$ cat config.mk
export PLATFORM = sky130hd
export DESIGN_NAME = morningjava_sqrt_arbiter_flat
export DESIGN_NICKNAME = d
export VERILOG_FILES = /design/src/rtl/morningjava_sqrt_arbiter_if.sv /design/src/rtl/morningjava_sqrt_arbiter.sv /design/src/flat_wrapper.sv
export SDC_FILE = /design/constraint.sdc
export NUM_CORES = 1
export LEC_CHECK = 0
export CAP_MARGIN = 40
export CORE_MARGIN = 2
export CORE_UTILIZATION = 46
export CTS_BUF_LIST = sky130_fd_sc_hd__clkbuf_4 sky130_fd_sc_hd__clkbuf_8
export CTS_CLUSTER_DIAMETER = 60
export DETAILED_ROUTE_END_ITERATION = 6
export PLACE_DENSITY = 0.82
export SYNTH_ARGS = -nofsm -noshare
export SYNTH_HDL_FRONTEND = slang
export SYNTH_SLANG_ARGS = --single-unit
$ cat constraint.sdc
create_clock -name clk -period 3 [get_ports clk]
set_input_delay 0.6 -clock clk [delete_from_list [all_inputs] [get_ports clk]]
set_output_delay 0.6 -clock clk [all_outputs]
set_load 0.005 [all_outputs]
$ cat src/rtl/morningjava_sqrt_arbiter_if.sv
// Client/sqrt-side bundle of the round-robin sqrt arbiter.
// master: clients plus the sqrt unit; slave: the arbiter itself.
interface morningjava_sqrt_arbiter_if #(
    parameter int G_REQUESTERS = 4,
    parameter int G_WIDTH      = 8,
    parameter int G_LATENCY    = 4
);
    logic                              enable;
    logic [G_REQUESTERS-1:0]           req_valid;
    logic [G_REQUESTERS*G_WIDTH-1:0]   req_data;
    logic [G_REQUESTERS-1:0]           req_ready;
    logic [G_WIDTH-1:0]                sq_data;
    logic [G_WIDTH/2-1:0]              sq_result;
    logic [G_REQUESTERS-1:0]           rsp_valid;
    logic [G_WIDTH/2-1:0]              rsp_data;
    logic [G_WIDTH/2-1:0]              disp_data;
    logic [$clog2(G_REQUESTERS)-1:0]   disp_owner;
    logic [$clog2(G_LATENCY+2)-1:0]    inflight;

    modport master (
        output enable, req_valid, req_data, sq_result,
        input  req_ready, sq_data, rsp_valid, rsp_data, disp_data, disp_owner, inflight
    );

    modport slave (
        input  enable, req_valid, req_data, sq_result,
        output req_ready, sq_data, rsp_valid, rsp_data, disp_data, disp_owner, inflight
    );
endinterface

$ cat src/rtl/morningjava_sqrt_arbiter.sv
// Round-robin arbiter sharing one pipelined sqrt among several clients.
// Ownership of each in-flight operand travels in a shadow tag pipe; the sqrt
// itself has no valid or reset, so only the shadow pipe qualifies results.
module morningjava_sqrt_arbiter #(
    parameter int G_REQUESTERS = 4,
    parameter int G_WIDTH      = 8,
    parameter int G_LATENCY    = 4
) (
    input  logic                      clk,
    input  logic                      rst_n,
    morningjava_sqrt_arbiter_if.slave bus
);
    localparam int C_RW = G_WIDTH / 2;
    localparam int C_TW = $clog2(G_REQUESTERS);
    localparam int C_IW = $clog2(G_LATENCY + 2);

    logic [C_TW-1:0]               r_ptr;
    logic [G_WIDTH-1:0]            r_sq_data;
    // Stage 0 lines up with r_sq_data; stage G_LATENCY lines up with sq_result.
    logic [G_LATENCY:0]            r_sh_vld;
    logic [G_LATENCY:0][C_TW-1:0]  r_sh_tag;
    logic [G_REQUESTERS-1:0]       r_rsp_valid;
    logic [C_RW-1:0]               r_rsp_data;
    logic [C_RW-1:0]               r_disp_data;
    logic [C_TW-1:0]               r_disp_owner;
    logic [C_IW-1:0]               r_inflight;

    logic [G_REQUESTERS-1:0]       w_grant;
    logic [C_TW-1:0]               w_grant_idx;
    logic [C_TW-1:0]               w_scan;
    logic                          w_issue;
    logic [G_WIDTH-1:0]            w_operand;
    logic                          w_retire;
    logic [C_TW-1:0]               w_retire_tag;

    // Search upward from the pointer; descending scan so the nearest requester wins.
    always_comb begin
        w_grant_idx = '0;
        w_scan      = '0;
        w_issue     = 1'b0;
        if (rst_n && bus.enable) begin
            for (int k = G_REQUESTERS - 1; k >= 0; k--) begin
                w_scan = r_ptr + C_TW'(k);
                if (bus.req_valid[w_scan]) begin
                    w_grant_idx = w_scan;
                    w_issue     = 1'b1;
                end
            end
        end
        w_grant = w_issue ? (G_REQUESTERS'(1) << w_grant_idx) : '0;
    end

    assign w_operand    = bus.req_data[w_grant_idx*G_WIDTH +: G_WIDTH];
    assign w_retire     = r_sh_vld[G_LATENCY];
    assign w_retire_tag = r_sh_tag[G_LATENCY];

    // Issue side: capture the operand, advance the pointer, shift the shadow pipe.
    always_ff @(posedge clk or negedge rst_n) begin
        if (!rst_n) begin
            r_ptr     <= '0;
            r_sq_data <= '0;
            r_sh_vld  <= '0;
            r_sh_tag  <= '0;
        end else begin
            r_sh_vld <= {r_sh_vld[G_LATENCY-1:0], w_issue};
            r_sh_tag <= {r_sh_tag[G_LATENCY-1:0], w_grant_idx};
            if (w_issue) begin
                r_sq_data <= w_operand;
                r_ptr     <= w_grant_idx + C_TW'(1);
            end
        end
    end

    // Retire side: one-cycle pulse to the owner, and hold the last result for display.
    always_ff @(posedge clk or negedge rst_n) begin
        if (!rst_n) begin
            r_rsp_valid  <= '0;
            r_rsp_data   <= '0;
            r_disp_data  <= '0;
            r_disp_owner <= '0;
        end else begin
            r_rsp_valid <= w_retire ? (G_REQUESTERS'(1) << w_retire_tag) : '0;
            if (w_retire) begin
                r_rsp_data   <= bus.sq_result;
                r_disp_data  <= bus.sq_result;
                r_disp_owner <= w_retire_tag;
            end
        end
    end

    // Outstanding-operation count; bounded by the shadow depth so it cannot wrap.
    always_ff @(posedge clk or negedge rst_n) begin
        if (!rst_n) begin
            r_inflight <= '0;
        end else begin
            case ({w_issue, w_retire})
                2'b10:   r_inflight <= r_inflight + C_IW'(1);
                2'b01:   r_inflight <= r_inflight - C_IW'(1);
                default: r_inflight <= r_inflight;
            endcase
        end
    end

    assign bus.req_ready  = w_grant;
    assign bus.sq_data    = r_sq_data;
    assign bus.rsp_valid  = r_rsp_valid;
    assign bus.rsp_data   = r_rsp_data;
    assign bus.disp_data  = r_disp_data;
    assign bus.disp_owner = r_disp_owner;
    assign bus.inflight   = r_inflight;
endmodule
$ cat src/flat_wrapper.sv
// flat-port wrapper written by rule: the top's interface ports become plain ports
module morningjava_sqrt_arbiter_flat 
#(
    parameter int G_REQUESTERS = 4,
    parameter int G_WIDTH      = 8,
    parameter int G_LATENCY    = 4
)
  (clk, rst_n, bus_enable, bus_req_valid, bus_req_data, bus_sq_result, bus_req_ready, bus_sq_data, bus_rsp_valid, bus_rsp_data, bus_disp_data, bus_disp_owner, bus_inflight);
  morningjava_sqrt_arbiter_if #(.G_REQUESTERS(G_REQUESTERS), .G_WIDTH(G_WIDTH), .G_LATENCY(G_LATENCY)) bus_i ();
  input  logic clk;
  input  logic rst_n;
  input wire logic [$bits(bus_i.enable)-1:0] bus_enable;
  input wire logic [$bits(bus_i.req_valid)-1:0] bus_req_valid;
  input wire logic [$bits(bus_i.req_data)-1:0] bus_req_data;
  input wire logic [$bits(bus_i.sq_result)-1:0] bus_sq_result;
  output wire logic [$bits(bus_i.req_ready)-1:0] bus_req_ready;
  output wire logic [$bits(bus_i.sq_data)-1:0] bus_sq_data;
  output wire logic [$bits(bus_i.rsp_valid)-1:0] bus_rsp_valid;
  output wire logic [$bits(bus_i.rsp_data)-1:0] bus_rsp_data;
  output wire logic [$bits(bus_i.disp_data)-1:0] bus_disp_data;
  output wire logic [$bits(bus_i.disp_owner)-1:0] bus_disp_owner;
  output wire logic [$bits(bus_i.inflight)-1:0] bus_inflight;
  assign bus_i.enable = bus_enable;
  assign bus_i.req_valid = bus_req_valid;
  assign bus_i.req_data = bus_req_data;
  assign bus_i.sq_result = bus_sq_result;
  assign bus_req_ready = bus_i.req_ready;
  assign bus_sq_data = bus_i.sq_data;
  assign bus_rsp_valid = bus_i.rsp_valid;
  assign bus_rsp_data = bus_i.rsp_data;
  assign bus_disp_data = bus_i.disp_data;
  assign bus_disp_owner = bus_i.disp_owner;
  assign bus_inflight = bus_i.inflight;
  morningjava_sqrt_arbiter #(.G_REQUESTERS(G_REQUESTERS), .G_WIDTH(G_WIDTH), .G_LATENCY(G_LATENCY)) u_core (.clk(clk), .rst_n(rst_n), .bus(bus_i));
endmodule
After elaboration in Yosys (flattened, before gate mapping)
Cells that the tools add are included.
- add/subtract/negate cells: 6
- div/mod/pow operators: 0
- multiplexer cells: 21
- bitwise operators: 0
- order comparisons: 4
- shift operators: 3
- $mul: 0
- reduce and logical (&&, ||, !) cells: 2
- equal/unequal tests: 2
- operator list (cell ; number):
    indexed part select 32 x 6 -> 8 bit ; 1
    < comparator 2 x 3 -> 1 bit, second input constant ; 4
    two-way mux 2 bit ; 5
    two-way mux 1 bit ; 9
    binary-select mux 1 bit (select 2 bit) ; 4
    two-way mux 4 bit ; 2
    << shifter 1 x 2 -> 4 bit, first input constant ; 2
    one-hot mux 3 bit (2 select lines) ; 1
    adder 2 x 1 -> 2 bit, second input constant ; 2
    adder 2 bit, second input constant ; 2
    adder 3 x 1 -> 3 bit, second input constant ; 1
    subtractor 3 x 1 -> 3 bit, second input constant ; 1
    equality test 2 x 1 -> 1 bit, second input constant ; 1
    equality test 2 bit, second input constant ; 1
    nonzero test 2 bit ; 1
    logical AND 1 bit ; 1
- ROM bits: 0
- input bits: 43
- output and inout bits: 29
- bits in writable memories: 0
- memories kept: 0
- register bits after elaboration: 38
- bits in latches: 0

Logic depth before layout (Yosys ltp)
Gate-level depths: netlist of run 1.
- word-level depth: 10
- depth in mapped cells: 9
- gate-level depth less buffers: 8

Worst setup path after synthesis of run 1
OpenSTA, ideal clock, no wires.
- path kind: in2reg
- start point: input port bus_req_valid[0]
- end point: register u_core.r_inflight[2], in the netlist u_core.bus.inflight[2]
- stages on the path: 9
- setup slack: 340 ps
- setup time: 79 ps
- arrival time: 2580 ps
- cell sequence: or2_4 o31ai_4 buf_2 ha_1 inv_1 fa_1 xor2_1 nor2_1 xor2_1
- word-level cells in the longest chain between the ends: 9
- RTL lines (what ; line ; text):
    start: declaration ; flat_wrapper.sv:13 ; input wire logic [$bits(bus_i.req_valid)-1:0] bus_req_valid;
    binary-select mux 1 bit (select 2 bit) ; morningjava_sqrt_arbiter.sv:44 ; if (bus.req_valid[w_scan]) begin
    two-way mux 1 bit (not written as such) ; morningjava_sqrt_arbiter.sv:44 ;
    two-way mux 1 bit (3 in series) ; morningjava_sqrt_arbiter.sv:44 ;
    two-way mux 1 bit * ; morningjava_sqrt_arbiter.sv:44 ;
    two-way mux 1 bit * ; morningjava_sqrt_arbiter.sv:41 ; if (rst_n && bus.enable) begin
    equality test 2 x 1 -> 1 bit / equality test 2 bit (equally long branches) ; morningjava_sqrt_arbiter.sv:96 ; case ({w_issue, w_retire})
    one-hot mux 3 bit (2 select lines) / nonzero test 2 bit (equally long branches) ; -- ;
    end signal: assignment ; morningjava_sqrt_arbiter.sv:97 ; 2'b10: r_inflight <= r_inflight + C_IW'(1);
    end signal: assignment ; morningjava_sqrt_arbiter.sv:98 ; 2'b01: r_inflight <= r_inflight - C_IW'(1);
    end signal: assignment ; morningjava_sqrt_arbiter.sv:99 ; default: r_inflight <= r_inflight;
    end: declaration ; morningjava_sqrt_arbiter.sv:26 ; logic [C_IW-1:0] r_inflight;
Mark *: on every way between the ends. The rest lies on a longest branch, timed or not. The select of a mux whose other input is x is not followed.
A chain may end at the register's enable or synchronous reset.

Worst setup path in the final report of run 1
- start point: input port bus_req_valid[2]
- end point: output port bus_req_ready[3]
- word-level cells in the longest chain between the ends: 9
- RTL lines (what ; line ; text):
    binary-select mux 1 bit (select 2 bit) ; morningjava_sqrt_arbiter.sv:44 ;
    two-way mux 1 bit (not written as such) ; morningjava_sqrt_arbiter.sv:44 ;
    two-way mux 2 bit (3 in series) ; morningjava_sqrt_arbiter.sv:44 ;
    two-way mux 2 bit * ; morningjava_sqrt_arbiter.sv:44 ;
    two-way mux 2 bit * ; morningjava_sqrt_arbiter.sv:41 ;
    net u_core.w_grant_idx[0] ; morningjava_sqrt_arbiter.sv:29 ; logic [C_TW-1:0] w_grant_idx;
    << shifter 1 x 2 -> 4 bit * ; morningjava_sqrt_arbiter.sv:50 ; w_grant = w_issue ? (G_REQUESTERS'(1) << w_grant_idx) : '0;
    two-way mux 4 bit * ; morningjava_sqrt_arbiter.sv:50 ;
    end: declaration ; flat_wrapper.sv:16 ; output wire logic [$bits(bus_i.req_ready)-1:0] bus_req_ready;
The timed path passes the listed nets; every way through them passes the cells marked *. The select of a mux whose other input is x is not followed.

==> impl_metrics.json, run 1 <==
{
  "outcome": "complete, no violations",
  "cts.reportedPaths.clkPinSlew_ns": 0.07,
  "cp.arrival_ns": 2.29,
  "avgSynthCellArea_um2": 12.5,
  "synth_cell_types": 37,
  "placed_cell_area_um2": 2770,
  "rrSetupSlack_ns": 1.00,
  "r2r_cells": 6,
  "cts_sinks": 38,
  "ys_warn_count": 0,
  "min_to": "u_core.r_sh_tag[2]$_DFF_PN0_",
  "synth_nets": 208,
  "grt_use_total": 0.182,
  "period_needed_ns": 2.89,
  "fin_area_um2": 2920,
  "wl_um": 4180,
  "die_h_um": 69.8,
  "rows": 23,
  "hpwl_um": 3210,
  "ys_seq_area_frac": 0.477,
  "maxSlewHeadroom": 0.664,
  "finalHoldViolCount": 0,
  "grt_max_degree": 39,
  "synth_seq_cells": 38,
  "vias_per_cell": 5.13,
  "worst_ep_required_time_ns": 2.40,
  "p_per_area_nw_per_um2": 512,
  "vdd_ir_drop_max_v": 0.000291,
  "io_pins": 72,
  "cap_violations": 0,
  "tritoncts": "yes",
  "hold_ws_ns": 0.345,
  "synthCells": 159,
  "cts-root-buf": "clkbuf_8",
  "ant_nets": 0,
  "grt_pass1_vias": 1534,
  "finalSetupViolations": 0,
  "layout.cells.non_filler": 295,
  "hold_class": "reg -> reg",
  "grt_overflow": 0,
  "ctsHtreeMaxLevel": 2,
  "worst_slew_pin_slew_ns": 0.504,
  "worst-setup-path-type": "in -> out",
  "nets": 293,
  "hold_path.startpoint": "u_core.r_sh_tag[0]$_DFF_PN0_",
  "drc": 0,
  "antenna_found_initial": 0,
  "worst_slack_ns": 0.111,
  "start_util": 0.487,
  "power.leakage_nw": 1.31,
  "crit_path_max_fanout": 6,
  "antenna_cells": 0,
  "final_cell_mix": "clkdlybuf4s50_1 (65), dfrtp_1 (37), buf_4 (17)",
  "syn_area_um2": 1990,
  "die_w_um": 69.8,
  "numCtsBuffers": 5,
  "drtIter0Drc": 80,
  "reg2reg_from": "u_core.r_ptr[1]$_DFFE_PN0P_",
  "place_congestion": 0.841,
  "clock_tree.buffer_depth": 2,
  "grt_first_pass_wirelength_um": 7150,
  "final_common_cell": "clkdlybuf4s50_1",
  "grt_setup_unrepaired": "no",
  "port_buffers": 71,
  "final_core_util": 0.714,
  "wl_per_cell_um": 14.2,
  "dp_slack_ns": -0.140,
  "fin_worst_skew_ns": 0.00344,
  "clk_latency_ns": 0.28,
  "cts-hold-fix-buffers": 0,
  "core_area_um2": 4090,
  "holdPathStages": 0,
  "worst_setup_path_start_kind": "input pin",
  "endpoint_kind": "output port",
  "dieArea_um2": 4870,
  "r2r-end": "u_core.bus.sq_data[7]$_DFFE_PN0P_",
  "max_freq_mhz": 346,
  "drtPass1Iterations": 4,
  "drive_gt1_frac": 0.278,
  "vias": 1514,
  "syn_to_final_growth_pct": 46.5,
  "place_inst": 285,
  "period_share": 0.963,
  "slew_viol_final": 0
}
## critical path, stage by stage
cell	delay, ns
dlygate4sd2_1	0.30
nand2b_1	0.10
a211o_4	0.36
o211ai_4	0.11
inv_2	0.07
ha_1	0.19
and2_1	0.12
clkdlybuf4s50_1	0.43
## timing repair
action,in CTS,in global routing
gates cloned,0,0
resized for setup,9,3
pin swaps,4,1
setup endpoints to repair,4,2
setup buffers,1,1
## cells by family (layout without fill, tap and decap cells)
| logic type | count (synthesis) | after routing | share of synthesized area |
|---|---|---|---|
| AND/OR/NAND/NOR | 44 | 44 | 0.125 |
| flip-flops | 38 | 38 | 0.477 |
| AO/OA/AOI/OAI | 41 | 41 | 0.243 |
| adder cells (fa/ha/maj) | 6 | 6 | 0.0415 |
| buffers and inverters | 23 | 109 | 0.0773 |
| multiplexers | 4 | 4 | 0.0226 |
| XOR/XNOR | 3 | 3 | 0.0132 |
## cells in the mapped netlist
cell | n | area, um^2
fa_1 | 1 | 20.0
nand2_1 | 13 | 48.8
buf_2 | 2 | 10.0
inv_1 | 7 | 26.3
buf_12 | 2 | 40.0
a21oi_1 | 4 | 20.0
inv_4 | 1 | 6.26
o211ai_4 | 1 | 21.3
nand2b_1 | 3 | 18.8
a21bo_1 | 1 | 10.0
or2_4 | 1 | 8.76
nor3b_1 | 1 | 7.51
clkbuf_1 | 1 | 3.75
xnor2_1 | 1 | 8.76
a221oi_2 | 10 | 150
and2_1 | 5 | 31.3
ha_1 | 5 | 62.6
buf_6 | 2 | 22.5
o31ai_2 | 8 | 100
and3_4 | 2 | 22.5
nor2_1 | 3 | 11.3
o31ai_4 | 1 | 21.3
o221ai_2 | 1 | 15.0
buf_4 | 4 | 30.0
mux2_2 | 4 | 45.0
a221oi_1 | 6 | 52.6
a41oi_2 | 1 | 16.3
a21oi_2 | 1 | 8.76
or2_1 | 1 | 6.26
dfrtp_1 | 38 | 951
o221ai_4 | 1 | 26.3
xor2_1 | 2 | 17.5
o21ai_0 | 3 | 15.0
o21ai_1 | 2 | 10.0
and3_1 | 15 | 93.8
a211o_4 | 1 | 17.5
inv_2 | 4 | 15.0
## power breakdown
part / internal (mW) / switching (mW)
registers: 0.590 / 0.0603
logic: 0.278 / 0.207
clock network: 0.194 / 0.166
## routing by layer
layer	track usage	wire, um	vias up
met3	0.0494	234	0
met5	0	0	-
met1	0.239	1820	719
li1	-	-	744
met4	0.0321	0	0
met2	0.305	2130	51
## worst max-delay path by stage
stage | to | startpoint | cells after the start | slack (ns)
2_1_floorplan | u_core.bus.inflight[2]$_DFFE_PN0P_ | bus_req_valid[0] | 9 | 0.34
3_3_place_gp | bus_req_ready[1] | bus_req_valid[2] | 8 | -0.1
3_5_place_dp | bus_req_ready[3] | bus_req_valid[2] | 8 | -0.14
4_1_cts | bus_req_ready[3] | bus_enable | 8 | 0.03
5_1_grt | bus_req_ready[3] | bus_req_valid[2] | 8 | 0.006
6_report | bus_req_ready[3] | bus_req_valid[2] | 8 | 0.11
## through the flow
stage	power (mW)	TNS [ns]
2_1_floorplan	0.905	0
3_3_place_gp	1.12	-0.350
3_5_place_dp	1.14	-0.483
4_1_cts	1.51	0
5_1_grt	1.59	0
6_report	1.50	0
## state kept, by name, indices dropped and copies added (netlist names)
name	cells
u_core.bus.rsp_valid	4
u_core.bus.sq_data	8
u_core.r_ptr	2
u_core.w_retire_tag	2
u_core.bus.inflight	3
u_core.r_sh_vld	5
u_core.r_sh_tag	8
u_core.bus.disp_owner	2
u_core.bus.rsp_data	4
## layout make-up
class                   count  area (um^2)
fillers                   310         1170
clock buffers               7         90.1
flip-flops and latches     38          952
well taps                  50         62.6
multi-input cells          98          920
clock inverters             1         5.00
inverters                  12         47.5
repair buffers             89          842
No activity file was read; power rests on OpenSTA's default activity.
==> run 2, diff against run 1 <==
- GPL_TIMING_DRIVEN: not set -> 0
==> impl_metrics.json, run 2 (synthesis results as in run 1) <==
{
  "port_buffers": 71,
  "vias_per_cell": 5.24,
  "crit_path_max_fanout": 5,
  "clockPowerShare": 0.308,
  "antenna_cells": 0,
  "die_w_um": 69.8,
  "final_cell_mix": "clkdlybuf4s50_1 (62), dfrtp_1 (37), and3_1 (15)",
  "cts_sinks": 38,
  "worst-setup-path-type": "in -> out",
  "dieArea_um2": 4870,
  "fin_worst_skew_ns": 0.0102,
  "finalHoldViolCount": 0,
  "nets": 295,
  "worst_slew_pin_slew_ns": 0.421,
  "slew_viol_final": 0,
  "place_congestion": 0.746,
  "final_common_cell": "clkdlybuf4s50_1",
  "cp_top_family": "buffers and inverters",
  "core_area_um2": 4090,
  "antenna_found_initial": 0,
  "max_freq_mhz": 343,
  "p_sw_frac": 0.271,
  "vias": 1556,
  "maxSlewHeadroom": 0.720,
  "p_sw_mw": 0.454,
  "r2r_cells": 5,
  "path_depth": 8,
  "die_h_um": 69.8,
  "period_needed_ns": 2.92,
  "vdd_ir_drop_max_v": 0.000279,
  "combinationalPowerShare": 0.306,
  "cts-hold-fix-buffers": 0,
  "grt_overflow": 0,
  "cp.arrival_ns": 2.32,
  "p_int_mw": 1.22,
  "tritoncts": "yes",
  "syn_to_final_growth_pct": 50.2,
  "ant_nets": 0,
  "ctsHtreeMaxLevel": 2,
  "p_total_mw": 1.68,
  "rows": 23,
  "grt_max_degree": 41,
  "grt_pass1_vias": 1613,
  "grt_use_total": 0.187,
  "cts-root-buf": "clkbuf_8",
  "wl_per_cell_um": 14.4,
  "cts.reportedPaths.clkPinSlew_ns": 0.08,
  "endpoint_kind": "output port",
  "period_share": 0.973,
  "p_per_area_nw_per_um2": 561,
  "max_stage_delay_ns": 0.44,
  "worst_ep_required_time_ns": 2.40,
  "drc": 0,
  "finalSetupViolations": 0,
  "grt_first_pass_wirelength_um": 7230,
  "drtIter0Drc": 63,
  "worst_setup_path_start_kind": "input pin",
  "seqPwrFrac": 0.385,
  "outcome": "complete, no violations",
  "drtPass1Iterations": 4,
  "fill_cells": 309,
  "clock_tree.buffer_depth": 2,
  "crit_slowest_cell": "clkdlybuf4s50_1",
  "io_pins": 72,
  "wl_um": 4290,
  "numCtsBuffers": 5,
  "hpwl_um": 3210,
  "crit_chain": "dlygate4sd2_1 > a21bo_1 > a21oi_2 > o211ai_4 > buf_12 > ha_1 > and2_1 > clkdlybuf4s50_1",
  "hold_ws_ns": 0.207,
  "power.leakage_nw": 1.37,
  "hold_class": "in -> async",
  "clk_latency_ns": 0.29,
  "multi_input_comb_area_um2": 905,
  "drive_gt1_frac": 0.283,
  "seq_area_um2": 952,
  "worst-path-buf-inv": 3,
  "cap_violations": 0,
  "start_util": 0.487,
  "grt_setup_unrepaired": "no"
}
-- run 2: layout make-up --
type,count,share of cell area
buffer,11,0.0355
clock buffer,5,0.0230
clock inverter,3,0.0230
inverter,12,0.0159
multi-input combinational,98,0.302
sequential,38,0.318
tap,50,0.0209
timing repair buffer,80,0.261
-- run 2: final timing paths --
| kind | slack [ns] | end | from |
|---|---|---|---|
| min in group clk | 0.34 | u_core.r_sh_tag[3]$_DFF_PN0_ | u_core.r_sh_tag[1]$_DFF_PN0_ |
| hold / removal | 0.21 | u_core.bus.rsp_valid[0]$_DFF_PN0_ | rst_n |
| hold reg to reg | 0.34 | u_core.r_sh_tag[3]$_DFF_PN0_ | u_core.r_sh_tag[1]$_DFF_PN0_ |
| setup / recovery | 0.08 | bus_req_ready[0] | bus_req_valid[1] |
| setup reg to reg | 1.13 | u_core.bus.sq_data[1]$_DFFE_PN0P_ | u_core.r_ptr[1]$_DFFE_PN0P_ |
| max in group asynchronous | 2.52 | u_core.r_ptr[1]$_DFFE_PN0P_ | rst_n |
-- run 2: power by group through the flow --
stage	clock network [mW]	registers [mW]	logic (mW)
finish	0.518	0.647	0.514
global route	0.548	0.660	0.561
CTS	0.527	0.648	0.519
detailed placement	0	0.655	0.504
global placement	0	0.651	0.493
floorplan	0	0.651	0.254
-- run 2: what timing repair did --
item / in CTS / in global routing
buffers inserted: 9 / 0
pin swaps: 4 / 1
endpoints found under the setup margin: 6 / 1
gates resized for setup: 16 / 3
endpoints found under the hold margin: 0 / 0
-- run 2: metal layers --
layer / track usage / wire length (um) / part of all wire
met5: 0 / 0 / 0
met4: 0.0449 / 25 / 0.0058
met3: 0.0509 / 238 / 0.056
met1: 0.223 / 1760 / 0.41
met2: 0.335 / 2260 / 0.53
-- run 2: through the flow --
step                      instances  worst slack, ns  area, um^2  TNS [ns]   util
after floorplan                 159            0.340        1990         0      -
after global placement          280            -1.77        2770    -19.85  0.677
after detailed placement        280           -0.703        2760     -3.71  0.675
after CTS                       297          0.00365        2980         0  0.730
after global routing            297          0.00452        2990         0  0.732
final                           297           0.0814        2990         0  0.732
